[src/rtl/unpadding_if.sv]
// unpadding_if: beat-level bus of the unpadding stage.
//   input_vld      : padded input beat valid (no backpressure)
//   input_din      : padded pixel, CHANNEL samples of N bits, channel 0 in LSBs
//   unpad_dout     : interior pixel (registered)
//   unpad_dout_vld : unpad_dout valid, one cycle per interior pixel
//   unpad_dout_end : 1 when idle / between frames, 0 while a frame is in progress
//   frame_done     : one-cycle pulse after the last padded beat of a frame
//   border_err     : sticky flag, non-zero border content seen since reset
// Modport slave is the unpadding block's view; master is the producer/consumer side.
interface unpadding_if #(
  parameter int N       = 8,
  parameter int CHANNEL = 3
);
  logic                 input_vld;
  logic [CHANNEL*N-1:0] input_din;
  logic [CHANNEL*N-1:0] unpad_dout;
  logic                 unpad_dout_vld;
  logic                 unpad_dout_end;
  logic                 frame_done;
  logic                 border_err;

  modport slave (
    input  input_vld,
    input  input_din,
    output unpad_dout,
    output unpad_dout_vld,
    output unpad_dout_end,
    output frame_done,
    output border_err
  );

  modport master (
    output input_vld,
    output input_din,
    input  unpad_dout,
    input  unpad_dout_vld,
    input  unpad_dout_end,
    input  frame_done,
    input  border_err
  );
endinterface

[src/rtl/unpadding.sv]
// unpadding: strips a PADDING-wide border from a raster-order stream of
// (SIZE+2*PADDING)^2 multi-channel pixels and emits the SIZE*SIZE interior
// pixels in raster order with one cycle of registered latency. Non-zero
// border beats set a sticky debug flag.
// Ports:
//   clk  : rising-edge clock
//   rst  : synchronous active-high reset (priority over ce / input_vld)
//   ce   : block enable; low discards any partial frame and clears counters
//   bus  : unpadding_if.slave carrying the input beat and all outputs
// The interface instance must be parameterised with the same N / CHANNEL.
module unpadding #(
  parameter int N       = 8,
  parameter int CHANNEL = 3,
  parameter int SIZE    = 32,
  parameter int PADDING = 1
) (
  input  logic        clk,
  input  logic        rst,
  input  logic        ce,
  unpadding_if.slave  bus
);

  localparam int W  = SIZE + 2 * PADDING;
  // One spare bit so that W itself (and PADDING+SIZE) is representable.
  localparam int CW = $clog2(W + 1);
  localparam logic [CW-1:0] LAST_IDX = CW'(W - 1);

  typedef enum logic {
    ST_IDLE,
    ST_FRAME
  } state_t;

  state_t               state;
  logic [CW-1:0]        row;
  logic [CW-1:0]        col;
  logic [CHANNEL*N-1:0] dout_q;
  logic                 dout_vld_q;
  logic                 done_q;
  logic                 err_q;

  logic interior;
  logic last_beat;

  generate
    if (PADDING == 0) begin : g_no_pad
      assign interior = 1'b1;
    end else begin : g_pad
      localparam logic [CW-1:0] LO = CW'(PADDING);
      localparam logic [CW-1:0] HI = CW'(PADDING + SIZE);
      assign interior = (row >= LO) && (row < HI) && (col >= LO) && (col < HI);
    end
  endgenerate

  assign last_beat = (row == LAST_IDX) && (col == LAST_IDX);

  always_ff @(posedge clk) begin
    if (rst) begin
      state      <= ST_IDLE;
      row        <= '0;
      col        <= '0;
      dout_q     <= '0;
      dout_vld_q <= 1'b0;
      done_q     <= 1'b0;
      err_q      <= 1'b0;
    end else if (!ce) begin
      // Soft clear: data word and sticky error survive, frame position does not.
      state      <= ST_IDLE;
      row        <= '0;
      col        <= '0;
      dout_vld_q <= 1'b0;
      done_q     <= 1'b0;
    end else if (bus.input_vld) begin
      dout_vld_q <= interior;
      if (interior) begin
        dout_q <= bus.input_din;
      end else if (bus.input_din != '0) begin
        err_q <= 1'b1;
      end
      if (last_beat) begin
        row    <= '0;
        col    <= '0;
        done_q <= 1'b1;
        state  <= ST_IDLE;
      end else begin
        done_q <= 1'b0;
        state  <= ST_FRAME;
        if (col == LAST_IDX) begin
          col <= '0;
          row <= row + CW'(1);
        end else begin
          col <= col + CW'(1);
        end
      end
    end else begin
      dout_vld_q <= 1'b0;
      done_q     <= 1'b0;
    end
  end

  assign bus.unpad_dout     = dout_q;
  assign bus.unpad_dout_vld = dout_vld_q;
  assign bus.unpad_dout_end = (state == ST_IDLE);
  assign bus.frame_done     = done_q;
  assign bus.border_err     = err_q;

endmodule

[src/flat_wrapper.sv]
// flat-port wrapper written by rule: the top's interface ports become plain ports
module unpadding_flat 
#(
  parameter int N       = 8,
  parameter int CHANNEL = 3,
  parameter int SIZE    = 32,
  parameter int PADDING = 1
)
  (clk, rst, ce, bus_input_vld, bus_input_din, bus_unpad_dout, bus_unpad_dout_vld, bus_unpad_dout_end, bus_frame_done, bus_border_err);
  unpadding_if #(.N(N), .CHANNEL(CHANNEL)) bus_i ();
  input  logic clk;
  input  logic rst;
  input  logic ce;
  input wire logic [$bits(bus_i.input_vld)-1:0] bus_input_vld;
  input wire logic [$bits(bus_i.input_din)-1:0] bus_input_din;
  output wire logic [$bits(bus_i.unpad_dout)-1:0] bus_unpad_dout;
  output wire logic [$bits(bus_i.unpad_dout_vld)-1:0] bus_unpad_dout_vld;
  output wire logic [$bits(bus_i.unpad_dout_end)-1:0] bus_unpad_dout_end;
  output wire logic [$bits(bus_i.frame_done)-1:0] bus_frame_done;
  output wire logic [$bits(bus_i.border_err)-1:0] bus_border_err;
  assign bus_i.input_vld = bus_input_vld;
  assign bus_i.input_din = bus_input_din;
  assign bus_unpad_dout = bus_i.unpad_dout;
  assign bus_unpad_dout_vld = bus_i.unpad_dout_vld;
  assign bus_unpad_dout_end = bus_i.unpad_dout_end;
  assign bus_frame_done = bus_i.frame_done;
  assign bus_border_err = bus_i.border_err;
  unpadding #(.N(N), .CHANNEL(CHANNEL), .SIZE(SIZE), .PADDING(PADDING)) u_core (.clk(clk), .rst(rst), .ce(ce), .bus(bus_i));
endmodule
[config.mk]
export PLATFORM = sky130hd
export DESIGN_NAME = unpadding_flat
export DESIGN_NICKNAME = d
export VERILOG_FILES = /design/src/rtl/unpadding_if.sv /design/src/rtl/unpadding.sv /design/src/flat_wrapper.sv
export SDC_FILE = /design/constraint.sdc
export NUM_CORES = 1
export LEC_CHECK = 0
export CORE_MARGIN = 2
export CORE_UTILIZATION = 45
export CTS_CLUSTER_DIAMETER = 150
export DETAILED_ROUTE_END_ITERATION = 8
export GPL_TIMING_DRIVEN = 1
export PLACE_DENSITY_LB_ADDON = 0.3
export SYNTH_ARGS = -nofsm -noshare
export SYNTH_HDL_FRONTEND = slang
export SYNTH_SLANG_ARGS = --single-unit
[constraint.sdc]
create_clock -name clk -period 3.9 [get_ports clk]
set_input_delay 0.78 -clock clk [delete_from_list [all_inputs] [get_ports clk]]
set_output_delay 0.78 -clock clk [all_outputs]
set_load 0.01 [all_outputs]
After elaboration in Yosys (flattened, before gate mapping)
Index checks and enable logic that the tools add are counted.

storage, ports and cells
  register bits after elaboration = 40
  ROM bits = 0
  output and inout port bits = 28
  bits of input ports = 28
  memory bits (writable) = 0
  latch bits = 0
  memories = 0

operators by class
  div/mod/pow operators = 0
  add/subtract/negate cells = 2
  multiply operators = 0
  multiplexer cells = 6
  reductions and logical operators = 11
  magnitude comparators = 4
  shift-type cells = 0
  bitwise logic cells = 4
  equality and inequality tests = 2

operators with widths
  kind                 number
  $mux 6               4
  $reduce_bool 24->1   1
  $add 6x1->6 const B  2
  $eq 6x6->1 const B   2
  $ge 6x1->1 const B   2
  $lt 6x6->1 const B   2
  $logic_and 1x1->1    4
  $not 1->1            4
  $reduce_and 4->1     1
  $reduce_and 3->1     1
  $reduce_or 3->1      1
  $mux 1               2
  $reduce_and 2->1     1
  $reduce_bool 2->1    1
  $reduce_or 2->1      1

Logic depth before layout (Yosys ltp)
Gate-level depths: netlist (run 1).

  word-level depth = 6
  depth in mapped cells = 8

Worst setup path before layout (run 1)
No wires, ideal clock.

  kind = in2reg
  start = input bus_input_vld
  end = register u_core.row[0]
  cell stages on the path = 6
  arrival time = 1.829 ns
  setup time = 0.130 ns
  slack = 1.940 ns
  data required time = 3.770 ns
  cells stage by stage = buf_2 and3_1 clkbuf_1 nand2_1 o21ai_1 nor2_1

on the way
  word-level cells in the longest chain between the ends = 1

RTL lines
  element                            line                RTL
  start, declared                    flat_wrapper.sv:14  input wire logic [$bits(bus_i.input_vld)-1:0] bus_input_vld;
  $reduce_and 2->1 (no source line)  --
  end signal, assigned               unpadding.sv:89     row <= row + CW'(1);
  end, declared                      unpadding.sv:34     logic [CW-1:0] row;

Every way passes these cells.
A chain may end at the register's enable or synchronous reset.

Worst setup path after layout (run 1)
  start = input bus_input_vld
  end = register u_core.row[2]

The elaborated chain is that of the path after synthesis.

==> results of run 1 <==
==> final cells by class <==
type / instances / area [µm²]
clock buffers: 8 / 90.1
fillers: 367 / 1510
inverters: 5 / 18.8
multi-input cells: 146 / 1040
flip-flops and latches: 40 / 801
well taps: 50 / 62.6
repair buffers: 57 / 566
==> state kept, by name, summed over array words and instances (netlist names) <==
register and count:
u_core.bus.border_err 1, u_core.col 6, u_core.bus.unpad_dout_vld 1, u_core.row 6, u_core.bus.unpad_dout 24, u_core.bus.frame_done 1
u_core.state 1
==> stage by stage <==
stage                     power [mW]  util, %  setup WS [ps]  instances
final                          0.757     63.1           1550        306
after global routing           0.795     63.1           1430        306
after CTS                      0.768     63.1           1570        306
after detailed placement       0.489     60.9           1250        298
after global placement         0.489     60.9           1350        298
after floorplan                0.450        -           1940        201
==> critical path, stage by stage <==
cell,delay [ps]
clkdlybuf4s50_1,670
and3_1,320
nand2_1,160
o21ai_1,470
nor2_1,110
==> metal layers <==
layer,GRT usage [%],up-vias
met5,0,-
met3,5.23,6
met1,21.4,692
met2,26.6,37
met4,5.13,0
li1,-,773
==> worst max path at each step <==
stage,start,end,slack [ps],cells past startpoint
2_1_floorplan,bus_input_vld,u_core.row[0]$_SDFFE_PP0P_,1940,6
3_3_place_gp,bus_input_vld,u_core.row[5]$_SDFFE_PP0P_,1350,5
3_5_place_dp,bus_input_vld,u_core.row[2]$_SDFFE_PP0P_,1250,5
4_1_cts,bus_input_vld,u_core.row[2]$_SDFFE_PP0P_,1570,5
5_1_grt,bus_input_vld,u_core.row[0]$_SDFFE_PP0P_,1430,5
6_report,bus_input_vld,u_core.row[2]$_SDFFE_PP0P_,1550,5
==> kinds of logic (layout without fill, tap and decap cells) <==
logic type	after synthesis	after routing	share of synthesized area, %
fa+ha+maj	6	6	3.87
xor+xnor	10	10	4.52
flops	40	40	41.3
mux	27	27	13.9
compound gates	3	3	1.03
simple gates	100	100	30.3
buf+inv	15	70	5.03
==> power groups by stage <==
| stage | sequential, mW | combinational, mW | clock [mW] |
|---|---|---|---|
| 2_1_floorplan | 0.421 | 0.0283 | 0 |
| 3_3_place_gp | 0.421 | 0.0673 | 0 |
| 3_5_place_dp | 0.421 | 0.0672 | 0 |
| 4_1_cts | 0.412 | 0.0677 | 0.289 |
| 5_1_grt | 0.412 | 0.0728 | 0.311 |
| 6_report | 0.412 | 0.0670 | 0.278 |
==> Yosys cell counts <==
library cell,instances,area [µm²]
buf_12,2,40.0
nor2_1,16,60.1
nor3_1,2,10.0
ha_1,6,75.1
dfxtp_1,40,801
buf_6,1,11.3
nor4b_2,2,30.0
nor3_2,1,10.0
a21oi_1,1,5.00
mux2i_1,27,270
nor4_1,6,37.5
and2_1,2,12.5
buf_2,1,5.00
xor2_1,7,61.3
clkbuf_1,6,22.5
nand4_1,4,25.0
and4_1,2,17.5
nand2b_1,49,307
a41o_1,1,10.0
o21ai_1,1,5.00
xnor2_1,3,26.3
inv_1,5,18.8
nand3_1,5,25.0
and3_1,2,12.5
nand2_1,6,22.5
nor2b_1,3,18.8
==> flow_summary.toml, run 1 <==
[outcome]
status = "complete, no violations"

[clock_tree]
htree_levels = 2
clock_latency_ps = 290
clk_pin_slew_worst_paths_ps = 70
cts_tree = "done"
clockBufferDepth = 2
cts_buffers = 5
cts_setup_buffers = 0
cts_resized = 0
ctsRootBufferMaster = "clkbuf_8"
hold_buffers = 0
cts.sink_count = 40

[setup_path]
criticalPathCategory = "in -> reg"
end_kind = "flip-flop"
rr_worst_depth = 7
reg2reg_slack_ps = 1900
arrival_ps = 2510
cp-start-kind = "input port"
r2r_end = "u_core.bus.unpad_dout[13]$_SDFFE_PP0P_"
crit_fanout = 9
worstPathRequired_ps = 4060
r2r_start = "u_core.row[0]$_SDFFE_PP0P_"

[route]
post-route-drc-count = 0
highest_layer = "met4"
met1Wirelength_um = 1800
drtIter0Drc = 53
met2_length_um = 1740
firstDrtPassIters = 4
ant_nets = 0
avgRoutedWirePerCell_um = 12.5
routed_wl_um = 3810
dr_wl_met3_um = 217
via_per_inst = 4.93
via_count = 1508

[final_layout]
drive_gt1_share_pct = 4.30
mostFrequentLayoutCells = "55 x clkdlybuf4s50_1, 49 x nand2b_1, 40 x dfxtp_1"
nets = 289
syn2layout_area_growth_pct = 33.0
n_antenna_cell = 0
final_common_cell = "clkdlybuf4s50_1"
final_area_mm2 = 0.00258

[pwr]
p_leak_nw = 0.906
swShare_pct = 21.1
p_int_mw = 0.597
p_sw_mw = 0.160
pwr-share-clk_pct = 36.7
seqPwrFrac_pct = 54.4
power_density_mw_per_mm2 = 294
irDropWorstVdd_uv = 207
comb_power_share_pct = 8.8

[die]
core.rowCount = 23
io_pins = 56
die_w_um = 69.7
start_util_pct = 47.5
core-area_mm2 = 0.00409
die_y_um = 69.7
die_area_mm2 = 0.00485

[grt]
grt_pass1_vias = 1419
antenna_found_initial = 0
grt_util_all_layers_pct = 16.6
grt-ovfl-total = 0
grt_pass1_wl_um = 6500
grt_max_degree = 30

[flow_run]
maxCapViolations = 0

[sta]
tightest_slew_ps = 611
setup_violations = 0
layout_min_cycle_time_ps = 2350
slew_viol_final = 0
finalHoldViolCount = 0
slew-limit-headroom_pct = 59.1
timing.fmax_ghz = 0.426
hold_slack_ps = 469
fin_worst_skew_ps = 2.02
setup_tns_ps = 0
fin_crit_sh_pct = 60.2
rsz0062_at_grt = "false"

[yosys]
ys_warn_count = 0
syn_area_mm2 = 0.00194
ys_types = 26
postSynthAreaPerCell_um2 = 9.65
yosysSeqAreaShare_pct = 41.3
syn-instance-count = 201
synth_nets = 235
ys_seq_elements = 40

[worst_hold_path]
hp-class = "reg -> reg"
hold_end = "u_core.bus.unpad_dout[19]$_SDFFE_PP0P_"
hold_depth = 2
hp-start = "u_core.bus.unpad_dout[19]$_SDFFE_PP0P_"

[placed_design]
dp_hpwl_um = 2860
place_congestion = 0.805
portBuffers = 55
placed_cell_area_mm2 = 0.00249
(Power assumes the default switching activity.)
==> run 2, diff against run 1 <==
Clock period 3.9 ns to 2.21 ns, I/O delays scaled along.
==> run 2 against run 1 <==
Compared with the run above: combinational power increased by 85%; register-to-register slack got worse by 1600 ps; final cell count increased by 1.3%; hold slack improved by 1.7 ps; critical path type is now reg -> reg; largest cell class unchanged.
==> flow_summary.toml, run 2 (synthesis gave the netlist of run 1 again) <==
[final_layout]
fill_cells = 375
largest_reg_flops = 24
drive_gt1_share_pct = 5.77
final_common_cell = "clkdlybuf4s50_1"
ff_latch_area_um2 = 801
multi_input_comb_area_mm2 = 0.00104
fin_cells = 310
syn2layout_area_growth_pct = 35.8
utilization_pct = 64.5
nets = 293
n_antenna_cell = 0
mostFrequentLayoutCells = "55 x clkdlybuf4s50_1, 49 x nand2b_1, 40 x dfxtp_1"

[sta]
timing.fmax_ghz = 0.535
rsz0062_at_grt = "false"
fin_crit_sh_pct = 84.6
layout_setup_ws_ps = 340
finalHoldViolCount = 0
tightest_slew_ps = 400
setup_tns_ps = 0
slew_viol_final = 0
slew-limit-headroom_pct = 73.2
fin_worst_skew_ps = 4.29
setup_violations = 0
layout_min_cycle_time_ps = 1870

[setup_path]
crit_slowest_cell = "dfxtp_1"
path_buf_inv = 2
worstPathRequired_ps = 2430
slowest_delay_ps = 340
critical-path-top-delay-family = "simple AND/OR/NAND/NOR gates"
arrival_ps = 2090
criticalPathCategory = "reg -> reg"
r2r_end = "u_core.bus.unpad_dout[13]$_SDFFE_PP0P_"
reg2reg_slack_ps = 340
crit_fanout = 19
crit_path_start = "u_core.row[0]$_SDFFE_PP0P_"
cp_num_cells = 7
crit_top_cell = "mux2i_1"
end_kind = "flip-flop"
rr_worst_depth = 7
critPathCapture = "u_core.bus.unpad_dout[13]$_SDFFE_PP0P_"
cp-start-kind = "flip-flop"
crit_chain = "inv_1, ha_1, nor4b_2, mux2i_1, and4_1, buf_12, mux2i_1"
r2r_start = "u_core.row[0]$_SDFFE_PP0P_"

[pwr]
irDropWorstVdd_uv = 423
p_leak_nw = 0.933
finalPower_mw = 1.35
power_density_mw_per_mm2 = 512

[clock_tree]
cts.sink_count = 40
clk_pin_slew_worst_paths_ps = 70
cts_setup_buffers = 0
clock_latency_ps = 290
htree_levels = 2
cts_tree = "done"
hold_buffers = 0
ctsRootBufferMaster = "clkbuf_8"
cts_resized = 0
clockBufferDepth = 2
cts_buffers = 5

[route]
drtIter0Drc = 60
via_per_inst = 4.85
firstDrtPassIters = 4
ant_nets = 0
avgRoutedWirePerCell_um = 12.5
routed_wl_um = 3890
post-route-drc-count = 0
via_count = 1502

[grt]
antenna_found_initial = 0
grt_pass1_vias = 1435
grt_util_all_layers_pct = 16.3
grt_max_degree = 45
grt-ovfl-total = 0
grt_pass1_wl_um = 6370

[placed_design]
dp_hpwl_um = 2910
place_congestion = 0.798
dp.cells = 302
portBuffers = 55
dp_slack_ps = 268

[flow_run]
maxCapViolations = 0

[die]
start_util_pct = 47.5
core-area_mm2 = 0.00409
core.rowCount = 23
die_area_mm2 = 0.00485
die_y_um = 69.7
io_pins = 56
die_w_um = 69.7

[outcome]
status = "complete, no violations"

[worst_hold_path]
hp-class = "reg -> reg"
==> run 2: cell types whose count changed in the layout (fill, tap and decap cells not counted) <==
cell    delta
buf_4      +2
buf_12     +2
==> run 2: layer usage <==
metal / track usage [%] / wire, µm / vias to the layer above
li1: - / - / 783
met1: 19.5 / 1790 / 676
met2: 27.0 / 1830 / 36
met3: 4.65 / 203 / 7
met4: 7.69 / 73 / 0
met5: 0 / 0 / -
==> run 2: worst register-to-register path, stage by stage (launching register included) <==
cell and delay (ps):
dfxtp_1 340, inv_1 90, ha_1 150, nor4b_2 220, mux2i_1 280, and4_1 300, buf_12 200, mux2i_1 210
==> run 2: cell type report <==
class                           count  share of cell area, %
Multi-Input combinational cell    146                   39.5
Sequential cell                    40                   30.4
Tap cell                           50                   2.38
Inverter                            5                  0.713
Clock buffer                        8                   3.42
Timing Repair Buffer               61                   23.6
==> run 2: worst min-delay path by stage <==
stage / startpoint / to / slack, ps / cells after the start
global route: u_core.bus.unpad_dout[2]$_SDFFE_PP0P_ / u_core.bus.unpad_dout[2]$_SDFFE_PP0P_ / 490 / 2
CTS: u_core.bus.unpad_dout[11]$_SDFFE_PP0P_ / u_core.bus.unpad_dout[11]$_SDFFE_PP0P_ / 480 / 2
floorplan: u_core.state$_SDFFE_PP0P_ / u_core.state$_SDFFE_PP0P_ / 430 / 2
global placement: u_core.state$_SDFFE_PP0P_ / u_core.state$_SDFFE_PP0P_ / 450 / 2
detailed placement: u_core.bus.unpad_dout[11]$_SDFFE_PP0P_ / u_core.bus.unpad_dout[11]$_SDFFE_PP0P_ / 460 / 2
finish: u_core.bus.unpad_dout[4]$_SDFFE_PP0P_ / u_core.bus.unpad_dout[4]$_SDFFE_PP0P_ / 470 / 2
==> run 2: metrics by stage <==
| step | area, µm² | hold slack, ps |
|---|---|---|
| CTS | 2630 | 477 |
| detailed placement | 2540 | 464 |
| floorplan | 1940 | 434 |
| global route | 2630 | 493 |
| finish | 2630 | 471 |
| global placement | 2540 | 454 |
==> run 2: power by group <==
group,leakage (nW),switching [mW],total [mW],internal [mW]
Sequential,0.323,0.00288,0.727,0.724
Combinational,0.565,0.0447,0.124,0.0796
Clock,0.0455,0.244,0.499,0.255
Total,0.933,0.292,1.35,1.06
==> run 3, diff against run 2 <==
Clock period 2.21 ns to 1.9 ns, I/O delays scaled along.
==> run 3 against run 2 <==
Compared with the run above: combinational power is 24% higher; clock power up 15%; via count grew 2.7%; first-iteration DRC count grew 18%; sequential share of layout area decreased by 1.6 points; core utilization rose by 4.1 points; largest cell class unchanged.
==> flow_summary.toml, run 3 (synthesis gave the netlist of run 1 again) <==
[placed_design]
placed_cell_area_mm2 = 0.00255
dp_hpwl_um = 2890
dp_slack_ps = 2.35
place_congestion = 0.780
portBuffers = 55

[die]
die_area_mm2 = 0.00485
die_w_um = 69.7
core-area_mm2 = 0.00409
die_y_um = 69.7
io_pins = 56
core.rowCount = 23
start_util_pct = 47.5

[final_layout]
fill_cells = 337
multi_input_comb_area_mm2 = 0.00109
mostFrequentLayoutCells = "55 x clkdlybuf4s50_1, 49 x nand2b_1, 36 x dfxtp_1"
syn2layout_area_growth_pct = 44.5
nets = 302
ff_latch_area_um2 = 808
final_area_mm2 = 0.00280
drive_gt1_share_pct = 13.0
n_antenna_cell = 0
largest_reg_flops = 24
final_common_cell = "clkdlybuf4s50_1"

[grt]
grt-ovfl-total = 0
grt_pass1_vias = 1364
antenna_found_initial = 0
grt_max_degree = 40
grt_pass1_wl_um = 6590
grt_util_all_layers_pct = 17.0

[setup_path]
reg2reg_slack_ps = 90
r2r_start = "u_core.col[1]$_SDFFE_PP0P_"
path_buf_inv = 2
criticalPathCategory = "reg -> reg"
arrival_ps = 2030
rr_worst_depth = 7
worstPathRequired_ps = 2120
end_kind = "flip-flop"
crit_chain = "inv_2, ha_4, nor4b_4, mux2i_1, and4_4, clkbuf_16, mux2i_1"
r2r_end = "u_core.bus.unpad_dout[16]$_SDFFE_PP0P_"
crit_slowest_cell = "and4_4"
slowest_delay_ps = 360
critical-path-top-delay-family = "simple AND/OR/NAND/NOR gates"
crit_fanout = 6
cp-start-kind = "flip-flop"
crit_top_cell = "mux2i_1"

[route]
avgRoutedWirePerCell_um = 13.5
via_count = 1543
via_per_inst = 4.84
firstDrtPassIters = 4
drtIter0Drc = 71
routed_wl_um = 4310
ant_nets = 0
post-route-drc-count = 0

[clock_tree]
cts.sink_count = 40
clock_latency_ps = 290
cts_tree = "done"
clk_pin_slew_worst_paths_ps = 70
htree_levels = 2
cts_buffers = 5
ctsRootBufferMaster = "clkbuf_8"
clockBufferDepth = 2

[pwr]
power_density_mw_per_mm2 = 560
p_leak_nw = 1.03
irDropWorstVdd_uv = 376
finalPower_mw = 1.57

[sta]
layout_setup_ws_ps = 86.3
setup_tns_ps = 0
slew_viol_final = 0
finalHoldViolCount = 0
setup_violations = 0
fin_worst_skew_ps = 3.84
layout_min_cycle_time_ps = 1810
tightest_slew_ps = 368
slew-limit-headroom_pct = 75.2
timing.fmax_ghz = 0.551
fin_crit_sh_pct = 95.5
hold_slack_ps = 475

[flow_run]
maxCapViolations = 0

[worst_hold_path]
hold_depth = 2
hp-start = "u_core.bus.unpad_dout[1]$_SDFFE_PP0P_"
hp-class = "reg -> reg"
hold_end = "u_core.bus.unpad_dout[1]$_SDFFE_PP0P_"

[outcome]
status = "complete, no violations"
run 3: cell count changes in the layout (fill, tap and decap cells not counted), sizes merged:
cell	change
buf	+7
clkbuf	+2
run 3: worst max path at each step:
stage	startpoint	to	slack, ps	depth (start not counted)
after floorplan	u_core.row[0]$_SDFFE_PP0P_	u_core.bus.unpad_dout[10]$_SDFFE_PP0P_	230	8
after global placement	bus_input_din[22]	u_core.bus.border_err$_SDFFE_PP0P_	1	5
after detailed placement	bus_input_din[22]	u_core.bus.border_err$_SDFFE_PP0P_	2	5
after CTS	u_core.row[0]$_SDFFE_PP0P_	u_core.bus.unpad_dout[19]$_SDFFE_PP0P_	30	7
after global routing	u_core.row[0]$_SDFFE_PP0P_	u_core.bus.unpad_dout[16]$_SDFFE_PP0P_	-20	7
final	u_core.col[1]$_SDFFE_PP0P_	u_core.bus.unpad_dout[16]$_SDFFE_PP0P_	90	7
run 3: metrics by stage:
stage                     utilization, %  cells
after floorplan                        -    201
after global placement              62.3    304
after detailed placement            62.3    304
after CTS                           65.7    313
after global routing                68.6    319
final                               68.6    319
run 3: cell type report:
cell class / instances / area share, %
Multi-Input combinational cell: 146 / 38.9
Sequential cell: 40 / 28.8
Timing Repair Buffer: 70 / 26.1
Clock buffer: 8 / 3.21
Tap cell: 50 / 2.23
Inverter: 5 / 0.759
run 3: worst register-to-register path: stages, from the launching register on:
cell and delay, ps:
dfxtp_2 330, inv_2 80, ha_4 130, nor4b_4 200
mux2i_1 280, and4_4 360, clkbuf_16 190, mux2i_1 190
run 3: power breakdown:
part           leakage (nW)  total, mW  internal, mW  switching [mW]
sequential            0.325      0.843         0.841         0.00207
combinational         0.655      0.154        0.0966          0.0577
clock                0.0455      0.573         0.296           0.277
total                  1.03       1.57          1.23           0.337
run 3: per-layer routing:
| metal | part of all wire (%) | up-vias | global-route usage (%) |
|---|---|---|---|
| li1 | - | 806 | - |
| met1 | 47 | 698 | 22.8 |
| met2 | 47 | 35 | 26.5 |
| met3 | 5.3 | 4 | 5.38 |
| met4 | 0.93 | 0 | 4.49 |
| met5 | 0 | - | 0 |
run 3: timing repair:
| action | CTS | global route |
|---|---|---|
| hold endpoints to repair | 0 | 0 |
| gates cloned | 1 | 2 |
| pin swaps | 1 | 2 |
| resized for setup | 6 | 13 |
| setup endpoints to repair | 12 | 21 |
| buffers inserted | 0 | 4 |
| hold buffers | 0 | 0 |
